<file path="config.mk">
export PLATFORM = sky130hd
export DESIGN_NAME = vga_timing_gen
export DESIGN_NICKNAME = d
export VERILOG_FILES = /design/src/rtl/vga_pkg.sv /design/src/rtl/clk_en_div.sv /design/src/rtl/vga_timing_gen.sv
export SDC_FILE = /design/constraint.sdc
export NUM_CORES = 1
export LEC_CHECK = 0
export CAP_MARGIN = 20
export CORE_MARGIN = 2
export CORE_UTILIZATION = 45
export DETAILED_ROUTE_END_ITERATION = 8
export DONT_BUFFER_PORTS = 1
export MAX_ROUTING_LAYER = met4
export SLEW_MARGIN = 20
export SYNTH_ARGS = -nofsm -noshare
export SYNTH_HDL_FRONTEND = slang
export SYNTH_SLANG_ARGS = --single-unit
</file>
<file path="constraint.sdc">
create_clock -name clk -period 2.8 [get_ports clk]
set_input_delay 0.42 -clock clk [delete_from_list [all_inputs] [get_ports clk]]
set_output_delay 0.42 -clock clk [all_outputs]
set_load 0.01 [all_outputs]
</file>
<file path="src/rtl/vga_pkg.sv">
// vga_pkg: shared raster timing constants for the VGA path.
// Holds the default 640x480@60 timing, the derived line/frame totals and
// sync window bounds, and the coordinate counter width used by every block
// that compares against h_cnt/v_cnt.
package vga_pkg;

    localparam int H_VISIBLE = 640;
    localparam int H_FRONT   = 16;
    localparam int H_SYNC    = 96;
    localparam int H_BACK    = 48;

    localparam int V_VISIBLE = 480;
    localparam int V_FRONT   = 10;
    localparam int V_SYNC    = 2;
    localparam int V_BACK    = 33;

    localparam int H_TOTAL  = H_VISIBLE + H_FRONT + H_SYNC + H_BACK;
    localparam int V_TOTAL  = V_VISIBLE + V_FRONT + V_SYNC + V_BACK;

    // Sync windows are half-open: [START, END).
    localparam int HS_START = H_VISIBLE + H_FRONT;
    localparam int HS_END   = HS_START + H_SYNC;
    localparam int VS_START = V_VISIBLE + V_FRONT;
    localparam int VS_END   = VS_START + V_SYNC;

    localparam int CNT_W = 10;

endpackage

</file>
<file path="src/rtl/clk_en_div.sv">
// clk_en_div: clock-enable divider.
// Counts 0..CLK_DIV-1 on every clk edge and raises tick during the cycle in
// which the count sits at CLK_DIV-1, so tick is a one-clk enable every
// CLK_DIV clocks. The first tick is seen on the CLK_DIV-th edge after reset
// is released.
//   clk  in  system clock
//   rst  in  synchronous active-high reset (count returns to 0)
//   tick out one-clk enable, decoded from the count register
module clk_en_div #(
    parameter int CLK_DIV = 4
) (
    input  logic clk,
    input  logic rst,
    output logic tick
);

    localparam int DW = $clog2(CLK_DIV);

    if (CLK_DIV < 2) begin : g_bad_div
        $error("clk_en_div: CLK_DIV must be at least 2");
    end

    logic [DW-1:0] div;

    assign tick = (div == DW'(CLK_DIV - 1));

    always_ff @(posedge clk) begin
        if (rst) begin
            div <= '0;
        end else if (tick) begin
            div <= '0;
        end else begin
            div <= div + 1'b1;
        end
    end

endmodule

</file>
<file path="src/rtl/vga_timing_gen.sv">
// vga_timing_gen: VGA raster timing generator.
// Advances the horizontal/vertical coordinate counters once per pixel
// enable and registers hsync, vsync, valid and the line/frame strobes from
// the coordinate being loaded, so every flag describes the h_cnt/v_cnt
// present in the same cycle.
//   clk         in  system clock
//   rst         in  synchronous active-high reset
//   pclk_en     out one-clk strobe: counters and flags just updated
//   h_cnt       out horizontal position, 0..H_TOTAL-1
//   v_cnt       out vertical position, 0..V_TOTAL-1
//   hsync       out horizontal sync, SYNC_ACTIVE level inside the window
//   vsync       out vertical sync, SYNC_ACTIVE level inside the window
//   valid       out current coordinate lies in the visible area
//   line_start  out one-clk strobe when h_cnt loads 0
//   frame_start out one-clk strobe when h_cnt and v_cnt both load 0
module vga_timing_gen #(
    parameter int   H_VISIBLE   = vga_pkg::H_VISIBLE,
    parameter int   H_FRONT     = vga_pkg::H_FRONT,
    parameter int   H_SYNC      = vga_pkg::H_SYNC,
    parameter int   H_BACK      = vga_pkg::H_BACK,
    parameter int   V_VISIBLE   = vga_pkg::V_VISIBLE,
    parameter int   V_FRONT     = vga_pkg::V_FRONT,
    parameter int   V_SYNC      = vga_pkg::V_SYNC,
    parameter int   V_BACK      = vga_pkg::V_BACK,
    parameter int   CLK_DIV     = 4,
    parameter logic SYNC_ACTIVE = 1'b0
) (
    input  logic                      clk,
    input  logic                      rst,
    output logic                      pclk_en,
    output logic [vga_pkg::CNT_W-1:0] h_cnt,
    output logic [vga_pkg::CNT_W-1:0] v_cnt,
    output logic                      hsync,
    output logic                      vsync,
    output logic                      valid,
    output logic                      line_start,
    output logic                      frame_start
);

    import vga_pkg::*;

    localparam int H_TOT = H_VISIBLE + H_FRONT + H_SYNC + H_BACK;
    localparam int V_TOT = V_VISIBLE + V_FRONT + V_SYNC + V_BACK;
    localparam int HS_LO = H_VISIBLE + H_FRONT;
    localparam int HS_HI = HS_LO + H_SYNC;
    localparam int VS_LO = V_VISIBLE + V_FRONT;
    localparam int VS_HI = VS_LO + V_SYNC;

    if (H_TOT > (1 << CNT_W)) begin : g_bad_h
        $error("vga_timing_gen: horizontal total exceeds counter range");
    end
    if (V_TOT > (1 << CNT_W)) begin : g_bad_v
        $error("vga_timing_gen: vertical total exceeds counter range");
    end

    logic             tick;
    logic [CNT_W-1:0] h_next;
    logic [CNT_W-1:0] v_next;
    logic             h_wrap;
    logic             hs_win;
    logic             vs_win;
    logic             vis;

    clk_en_div #(
        .CLK_DIV(CLK_DIV)
    ) u_div (
        .clk (clk),
        .rst (rst),
        .tick(tick)
    );

    // Next coordinate and the flags it implies; these are only loaded on a
    // tick so the registered flags always match the registered counters.
    // Upper window bounds can equal the counter range, hence the extra bit.
    always_comb begin
        h_wrap = (h_cnt == CNT_W'(H_TOT - 1));
        h_next = h_wrap ? '0 : h_cnt + 1'b1;
        v_next = v_cnt;
        if (h_wrap) begin
            v_next = (v_cnt == CNT_W'(V_TOT - 1)) ? '0 : v_cnt + 1'b1;
        end
        vis    = (h_next < CNT_W'(H_VISIBLE)) && (v_next < CNT_W'(V_VISIBLE));
        hs_win = (h_next >= CNT_W'(HS_LO)) &&
                 ({1'b0, h_next} < (CNT_W + 1)'(HS_HI));
        vs_win = (v_next >= CNT_W'(VS_LO)) &&
                 ({1'b0, v_next} < (CNT_W + 1)'(VS_HI));
    end

    always_ff @(posedge clk) begin
        if (rst) begin
            h_cnt       <= '0;
            v_cnt       <= '0;
            valid       <= 1'b0;
            hsync       <= ~SYNC_ACTIVE;
            vsync       <= ~SYNC_ACTIVE;
            pclk_en     <= 1'b0;
            line_start  <= 1'b0;
            frame_start <= 1'b0;
        end else if (tick) begin
            h_cnt       <= h_next;
            v_cnt       <= v_next;
            valid       <= vis;
            hsync       <= hs_win ? SYNC_ACTIVE : ~SYNC_ACTIVE;
            vsync       <= vs_win ? SYNC_ACTIVE : ~SYNC_ACTIVE;
            pclk_en     <= 1'b1;
            line_start  <= (h_next == '0);
            frame_start <= (h_next == '0) && (v_next == '0);
        end else begin
            pclk_en     <= 1'b0;
            line_start  <= 1'b0;
            frame_start <= 1'b0;
        end
    end

endmodule

</file>
Word-level counts from Yosys, hierarchy flattened
Cells that the tools add are included.
{"block": "word_totals", "reg_bits": 28, "latch_bits": 0, "mem_bits_rw": 0, "romBits": 0, "out_inout_bits": 26, "mem_count": 0}
{"block": "classes", "addsub": 3, "multipliers": 0, "n_div": 0, "n_lt_le_gt_ge": 6, "n_eq_ne": 3, "shifts": 0, "muxes": 6, "n_bitwise": 1, "reduce_logical": 8}
{"cell": "$mux W10", "n": 3}
{"cell": "$add A10 B1 Y10 const B", "n": 2}
{"cell": "$eq A10 B10 Y1 const B", "n": 2}
{"cell": "$logic_not A10 Y1", "n": 2}
{"cell": "$lt A10 B10 Y1 const B", "n": 2}
{"cell": "$lt A10 B9 Y1 const B", "n": 2}
{"cell": "$ge A10 B10 Y1 const B", "n": 1}
{"cell": "$ge A10 B9 Y1 const B", "n": 1}
{"cell": "$logic_and A1 B1 Y1", "n": 4}
{"cell": "$reduce_or A2 Y1", "n": 2}
{"cell": "$mux W1", "n": 3}
{"cell": "$add A2 B1 Y2 const B", "n": 1}
{"cell": "$eq A2 B2 Y1 const B", "n": 1}
{"cell": "$not A1 Y1", "n": 1}

Logic depth before layout (Yosys ltp)
Gate-level depths: netlist (run 1).
{"block": "logic_depth", "ltp_word": 6, "ltp_mapped": 9}

By module
Synthesis (run 1) repeated with hierarchy kept, for this count alone.
{"block": "unflattened", "cells_unflattened": 226, "area_unflattened_um2": 1779.2}
{"module": "vga_timing_gen", "instances": 1, "cells_each": 221, "area_each_um2": 1704.1, "seq_area_each_um2": 520.5}
{"module": "clk_en_div", "instances": 1, "cells_each": 5, "area_each_um2": 75.1, "seq_area_each_um2": 40.0}

Worst setup path before layout (run 1)
No wires, ideal clock.
{"block": "synth_path", "kind": "reg-to-reg", "startpoint": "register h_cnt[0] (netlist name)", "endpoint": "register valid", "setup_ps": 127, "arrival_ps": 2032, "setup_slack_ps": 641, "path_stages_with_launch": 10, "cell_sequence": "dfxtp_1 ha_1 and4_1 buf_2 and3_1 buf_4 nand3_2 xor2_1 nor4_2 o31ai_1"}
{"block": "synth_via", "elab_chain_cells": 4, "word_cells_on_any_way": 7, "classes_between": "add/sub (1); order compare (2); eq/ne (1); mux (2); reduce/logical (1)"}
{"item": "start: declaration", "line_no": "vga_timing_gen.sv:31", "source": "output logic [vga_pkg::CNT_W-1:0] h_cnt,"}
{"item": "start signal: assignment", "line_no": "vga_timing_gen.sv:100", "source": "h_cnt <= h_next;"}
{"item": "$add A10 B1 Y10 / $eq A10 B10 Y1 (equally long branches)", "line_no": "vga_timing_gen.sv:77, vga_timing_gen.sv:76"}
{"item": "$mux W10 (on tied branches)", "line_no": "vga_timing_gen.sv:77, vga_timing_gen.sv:79"}
{"item": "$lt A10 B10 Y1 / $lt A10 B9 Y1 (equally long branches)", "line_no": "vga_timing_gen.sv:82", "source": "vis = (h_next < CNT_W'(H_VISIBLE)) && (v_next < CNT_W'(V_VISIBLE));"}
{"item": "$logic_and A1 B1 Y1 (*)", "line_no": "vga_timing_gen.sv:82"}
{"item": "end signal: assignment", "line_no": "vga_timing_gen.sv:102", "source": "valid <= vis;"}
{"item": "end: declaration", "line_no": "vga_timing_gen.sv:35", "source": "output logic valid,"}
Every way passes the cells marked *; elsewhere a longest branch is shown, timed or not.
A chain may end at the register's enable or synchronous reset.

Final worst setup path (run 1)
{"block": "layout_path", "startpoint": "register h_cnt[1] (netlist name)", "endpoint": "register v_cnt[4] (netlist name)"}
{"block": "layout_via", "elab_chain_cells": 2}
{"item": "$eq A10 B10 Y1", "line_no": "vga_timing_gen.sv:76", "source": "h_wrap = (h_cnt == CNT_W'(H_TOT - 1));"}
{"item": "$mux W10", "line_no": "vga_timing_gen.sv:79", "source": "if (h_wrap) begin"}
{"item": "end signal: assignment", "line_no": "vga_timing_gen.sv:101", "source": "v_cnt <= v_next;"}
{"item": "end: declaration", "line_no": "vga_timing_gen.sv:32", "source": "output logic [vga_pkg::CNT_W-1:0] v_cnt,"}
Every way passes these cells.

==> results of run 1 <==
==> logic make-up (layout without fill, tap and decap cells) <==
group                      Yosys count  count (layout)
AOI/OAI and AO/OA                   45              45
muxes                                3               3
and+or+nand+nor                     95              95
buffers and inverters               24              18
DFF                                 28              28
adders and majority gates            4               4
xor gates and xnor gates            15              15
==> stage by stage <==
step / cells / util [%] / instance area, um^2 / setup WS (ps)
floorplan: 214 / - / 1720 / 641
global placement: 252 / 47.8 / 1750 / 423
detailed placement: 252 / 47.8 / 1750 / 432
CTS: 256 / 49.3 / 1800 / 407
global route: 256 / 49.3 / 1800 / 217
finish: 256 / 49.3 / 1800 / 403
==> cell type report <==
cell class | instances | area (um^2) | share of cell area, %
Tap cell | 48 | 60.1 | 3.33
Timing Repair Buffer | 6 | 45.0 | 2.50
Clock buffer | 4 | 55.1 | 3.05
Sequential cell | 28 | 561 | 31.1
Inverter | 8 | 30.0 | 1.66
Multi-Input combinational cell | 162 | 1050 | 58.4
==> worst max-delay path, delay by kind of cell, from the launching register on <==
family / cells / cell delay [ps]
adder cells (fa/ha/maj): 1 / 330
flip-flops: 1 / 470
AO/OA/AOI/OAI: 1 / 140
AND/OR/NAND/NOR: 4 / 1390
==> report_power, final <==
group,internal (W),leakage (nW),total [W],switching (W)
registers,0.000408,0.226,0.000419,0.0000116
clock network,0.000126,0.0288,0.000247,0.000121
logic,0.0000186,0.318,0.0000461,0.0000275
==> per-layer routing <==
layer | up-vias | global-route usage (%) | wire length, um
li1 | 767 | - | -
met1 | 745 | 26.6 | 2000
met2 | 52 | 29.5 | 1790
met3 | 2 | 6.13 | 307
met4 | 0 | 5.73 | 30
met5 | - | - | 0
==> state kept, by name, indices dropped and copies added, names as in the netlist <==
signal,flops
pclk_en,1
line_start,1
v_cnt,10
u_div.div,2
valid,1
vsync,1
h_cnt,10
hsync,1
frame_start,1
==> layout by cell type (no fill, tap or decap), types with 5 or more instances in the layout <==
cell type	n
a31oi_1	9
nand3_1	10
and3_1	5
nand2_1	16
nand4_1	7
xor2_1	8
a21oi_1	12
dfxtp_1	28
nor2_1	23
nor3_1	9
a211oi_1	5
o21ai_0	6
buf_4	6
xnor2_1	7
inv_1	8
==> worst paths after layout <==
check / start / endpoint / depth (start not counted) / slack (ps)
max: h_cnt[1] / v_cnt[4] / 6 / 400
min: rst / v_cnt[3] / 1 / 200
max reg2reg: h_cnt[1] / v_cnt[4] / 6 / 400
min reg2reg: u_div.div[0] / u_div.div[0] / 1 / 430
==> results.json, run 1 <==
{
  "wl_per_cell_um": 16.1,
  "synthMuxAreaShare_pct": 1.75,
  "p_total_w": 0.000712,
  "clk_latency_ps": 270,
  "dieArea_um2": 4330,
  "cpPeakStageDelay_ps": 530,
  "yosysUniqueCellTypes": 48,
  "synthesis.area_um2": 1720,
  "grt_pass1_vias": 1426,
  "route.detailed.drc": 0,
  "synth-edff-count": 0,
  "ys.flop_type": "dfxtp_1",
  "synth-compound-area-share_pct": 17.0,
  "cts_hold_buf": 0,
  "path_cells": "ha_1 -> and4_1 -> and3_1 -> nand2_1 -> or4_1 -> a21oi_1",
  "avgSynthCellArea_um2": 8.03,
  "ys_seq_area_share_pct": 32.6,
  "cts_resized": 0,
  "tritoncts": "done",
  "grt_overflow": 0,
  "grt_antenna_before_repair": 0,
  "synth-simple-area-share_pct": 32.0,
  "yosysTopAreaCell": "dfxtp_1",
  "viasPerCell": 6.12,
  "cp.arrival_ps": 2610,
  "final_nets": 215,
  "hold_ws_ps": 205,
  "postCtsSetupRepairBufs": 0,
  "holdCritPathClass": "in2reg",
  "grt_usage_pct": 20.1,
  "cp-start-kind": "flip-flop",
  "fp.dieH_um": 65.8,
  "place.gp.congestion": 0.885,
  "ant_nets": 0,
  "drv_slew": 0,
  "slowest_stage": "or4_1",
  "hold_viol": 0,
  "async_flop_share_pct": 0,
  "vias": 1566,
  "yosysMostFrequentCell": "dfxtp_1",
  "dpl.hpwl_um": 2950,
  "grt_pass1_wl_um": 6690,
  "synth-seq-cells": 28,
  "outcome": "complete, no violations",
  "setup_viol": 0,
  "area_delta_synth_final_pct": 4.95,
  "path_class": "reg2reg",
  "worstMarginPinSlew_ps": 585,
  "leakage_nw": 0.573,
  "cts_inserted_buffers": 3,
  "powerDensity_nw_per_um2": 395,
  "end_kind": "flip-flop",
  "cts_root_buf": "clkbuf_8",
  "portBuffers": 0,
  "finalClockSkew_ps": 3.78,
  "ir_worst_vdd_mv": 0.310,
  "wirelength_um": 4130,
  "slew_headroom_pct": 61.0,
  "clkTransAtPathRegs_ps": 90,
  "fillerInstances": 360,
  "fmax_mhz": 417,
  "drv_cap": 0,
  "postSynthCellCount": 214,
  "synth.yosys.warnings": 0,
  "synthTopCellsByArea": "dfxtp_1 33%, nor2_1 5.0%, xor2_1 4.1%",
  "synth_fa_ha_area_share_pct": 2.91,
  "yosysTopAreaCellShare_pct": 32.6,
  "synth_top_family_by_area": "simple AND/OR/NAND/NOR gates",
  "cts_buffer_depth": 2,
  "row_count": 22,
  "initial_core_util_pct": 47.0,
  "critPathMaxFanout": 11,
  "cp.required_ps": 3010,
  "die_w_um": 65.8,
  "post-route-period-util_pct": 85.6,
  "drtIter0Drc": 80,
  "grt_max_degree": 25,
  "first_pass_iters": 4,
  "ios": 28,
  "cts.sinks": 28,
  "cts_max_level": 1,
  "coreArea_um2": 3660,
  "antennaDiodeCount": 0,
  "tns_ps": 0,
  "netlist_top_cells_count": "28 x dfxtp_1, 23 x nor2_1, 16 x nand2_1, 12 x a21oi_1, 10 x nand3_1",
  "synth_xor_area_share_pct": 7.64,
  "rsz0062_at_grt": "no",
  "drive_gt1_share_pct": 8.17,
  "mappedNetlistNets": 220,
  "fin_crit_ps": 2400
}
(Power assumes the default switching activity.)
==> run 2: changes to the inputs <==
--- a/config.mk
+++ b/config.mk
@@ -11,6 +11,7 @@
 export DETAILED_ROUTE_END_ITERATION = 8
 export DONT_BUFFER_PORTS = 1
 export MAX_ROUTING_LAYER = met4
+export REMOVE_ABC_BUFFERS = 1
 export SLEW_MARGIN = 20
 export SYNTH_ARGS = -nofsm -noshare
 export SYNTH_HDL_FRONTEND = slang
==> run 2 against run 1 <==
Against the previous run: non-clock buffer count grew 1; flip-flop and latch count is the same; hold slack lost 8.1 ps; cell count grew 0.39%; cell area grew 1.3%; die area is the same; sequential power is essentially flat; routed wire length grew 2.0%; utilization grew 0.65 points; clock power grew 29%; highest routed layer unchanged.
==> results.json, run 2 (synthesis gave the netlist of run 1 again) <==
{
  "path_class": "reg2reg",
  "antennaDiodeCount": 0,
  "tritoncts": "done",
  "fp.dieH_um": 65.8,
  "worstRegToRegCells": 6,
  "grt_max_degree": 25,
  "finalNonFillerCells": 257,
  "seqPwrFrac_pct": 53.3,
  "fin_crit_ps": 2520,
  "cts_hold_buf": 0,
  "dieArea_um2": 4330,
  "tns_ps": 0,
  "leakage_nw": 0.585,
  "pwr-share-comb_pct": 6.2,
  "final_nets": 216,
  "first_pass_iters": 4,
  "cp.arrival_ps": 2740,
  "powerDensity_nw_per_um2": 429,
  "dpl.hpwl_um": 2980,
  "cts.sinks": 28,
  "post-route-period-util_pct": 90.0,
  "cts_inserted_buffers": 3,
  "critPathMaxFanout": 11,
  "area_delta_synth_final_pct": 6.33,
  "wl_per_cell_um": 16.4,
  "drtIter0Drc": 105,
  "r2r_setup_slack_ps": 280,
  "drive_gt1_share_pct": 8.61,
  "die_w_um": 65.8,
  "ios": 28,
  "setup_viol": 0,
  "vias": 1558,
  "clk_latency_ps": 280,
  "row_count": 22,
  "switchingPower_w": 0.000167,
  "postCtsSetupRepairBufs": 0,
  "grt_usage_pct": 21.3,
  "worstMarginPinSlew_ps": 595,
  "cts_resized": 0,
  "drv_cap": 0,
  "route.detailed.drc": 0,
  "fmax_mhz": 397,
  "grt_overflow": 0,
  "cp.required_ps": 3020,
  "grt_pass1_vias": 1439,
  "wirelength_um": 4210,
  "clockPowerShare_pct": 40.5,
  "initial_core_util_pct": 47.0,
  "cp-start-kind": "flip-flop",
  "place_inst": 253,
  "final_common_cell": "dfxtp_1",
  "internal-power_w": 0.000618,
  "hold_depth": 1,
  "slew_headroom_pct": 60.3,
  "ant_nets": 0,
  "cts_root_buf": "clkbuf_8",
  "ir_worst_vdd_mv": 0.245,
  "portBuffers": 0,
  "layout_common_cells": "28 x dfxtp_1, 23 x nor2_1, 16 x nand2_1",
  "cts_buffer_depth": 2,
  "rsz0062_at_grt": "no",
  "grt_antenna_before_repair": 0,
  "place.gp.congestion": 0.834,
  "finalClockSkew_ps": 12.6,
  "holdCritPathClass": "in2reg",
  "viasPerCell": 6.06,
  "outcome": "complete, no violations",
  "clkTransAtPathRegs_ps": 100,
  "drv_slew": 0,
  "end_kind": "flip-flop",
  "coreArea_um2": 3660,
  "top_regs": "h_cnt x10, v_cnt x10, u_div.div x2",
  "switching_share_pct": 21.3,
  "grt_pass1_wl_um": 7090,
  "hold_viol": 0,
  "cts_max_level": 1
}
[run 2: area by class of cell]
| class | instances | area (um^2) |
|---|---|---|
| clock inverter | 1 | 30.0 |
| timing repair buffer | 7 | 52.6 |
| sequential | 28 | 561 |
| multi-input combinational | 162 | 1050 |
| fill | 351 | 1830 |
| tap | 48 | 60.1 |
| inverter | 8 | 30.0 |
| clock buffer | 3 | 41.3 |
[run 2: routing by layer]
metal  global-route usage [%]  vias up  share of wire (%)
met3                     4.94        6                5.4
met4                     7.55        0                1.5
met2                     35.2       48                 49
met5                        -        -                  0
met1                     25.5      740                 44
li1                         -      764                  -
[run 2: power by group through the flow]
stage	registers (W)	logic, W	clock network (W)
floorplan	0.000428	0.0000302	0
global placement	0.000427	0.0000464	0
detailed placement	0.000427	0.0000479	0
CTS	0.000418	0.0000481	0.000325
global route	0.000419	0.0000554	0.000345
finish	0.000418	0.0000485	0.000318
[run 2: final timing paths]
check	endpoint	start
hold / removal	v_cnt[6]	rst
hold reg to reg	u_div.div[0]	u_div.div[0]
setup reg to reg	v_cnt[4]	h_cnt[1]
setup / recovery	v_cnt[4]	h_cnt[1]
[run 2: worst max-delay path, stage by stage (launching register included)]
cell and delay [ps]:
dfxtp_1 350, ha_1 270, and4_1 430, and3_1 480, nand2_1 240, or4_1 540, a21oi_1 140
[run 2: per-stage QoR]
stage	worst slack, ps	hold slack [ps]	total power (W)	utilization, %	cell area [um^2]
after CTS	282	194	0.000791	49.9	1830
final	281	197	0.000784	49.9	1830
after global placement	451	411	0.000473	48.0	1760
after global routing	133	181	0.000820	49.9	1830
after detailed placement	334	422	0.000475	48.0	1760
after floorplan	478	400	0.000458	-	1640
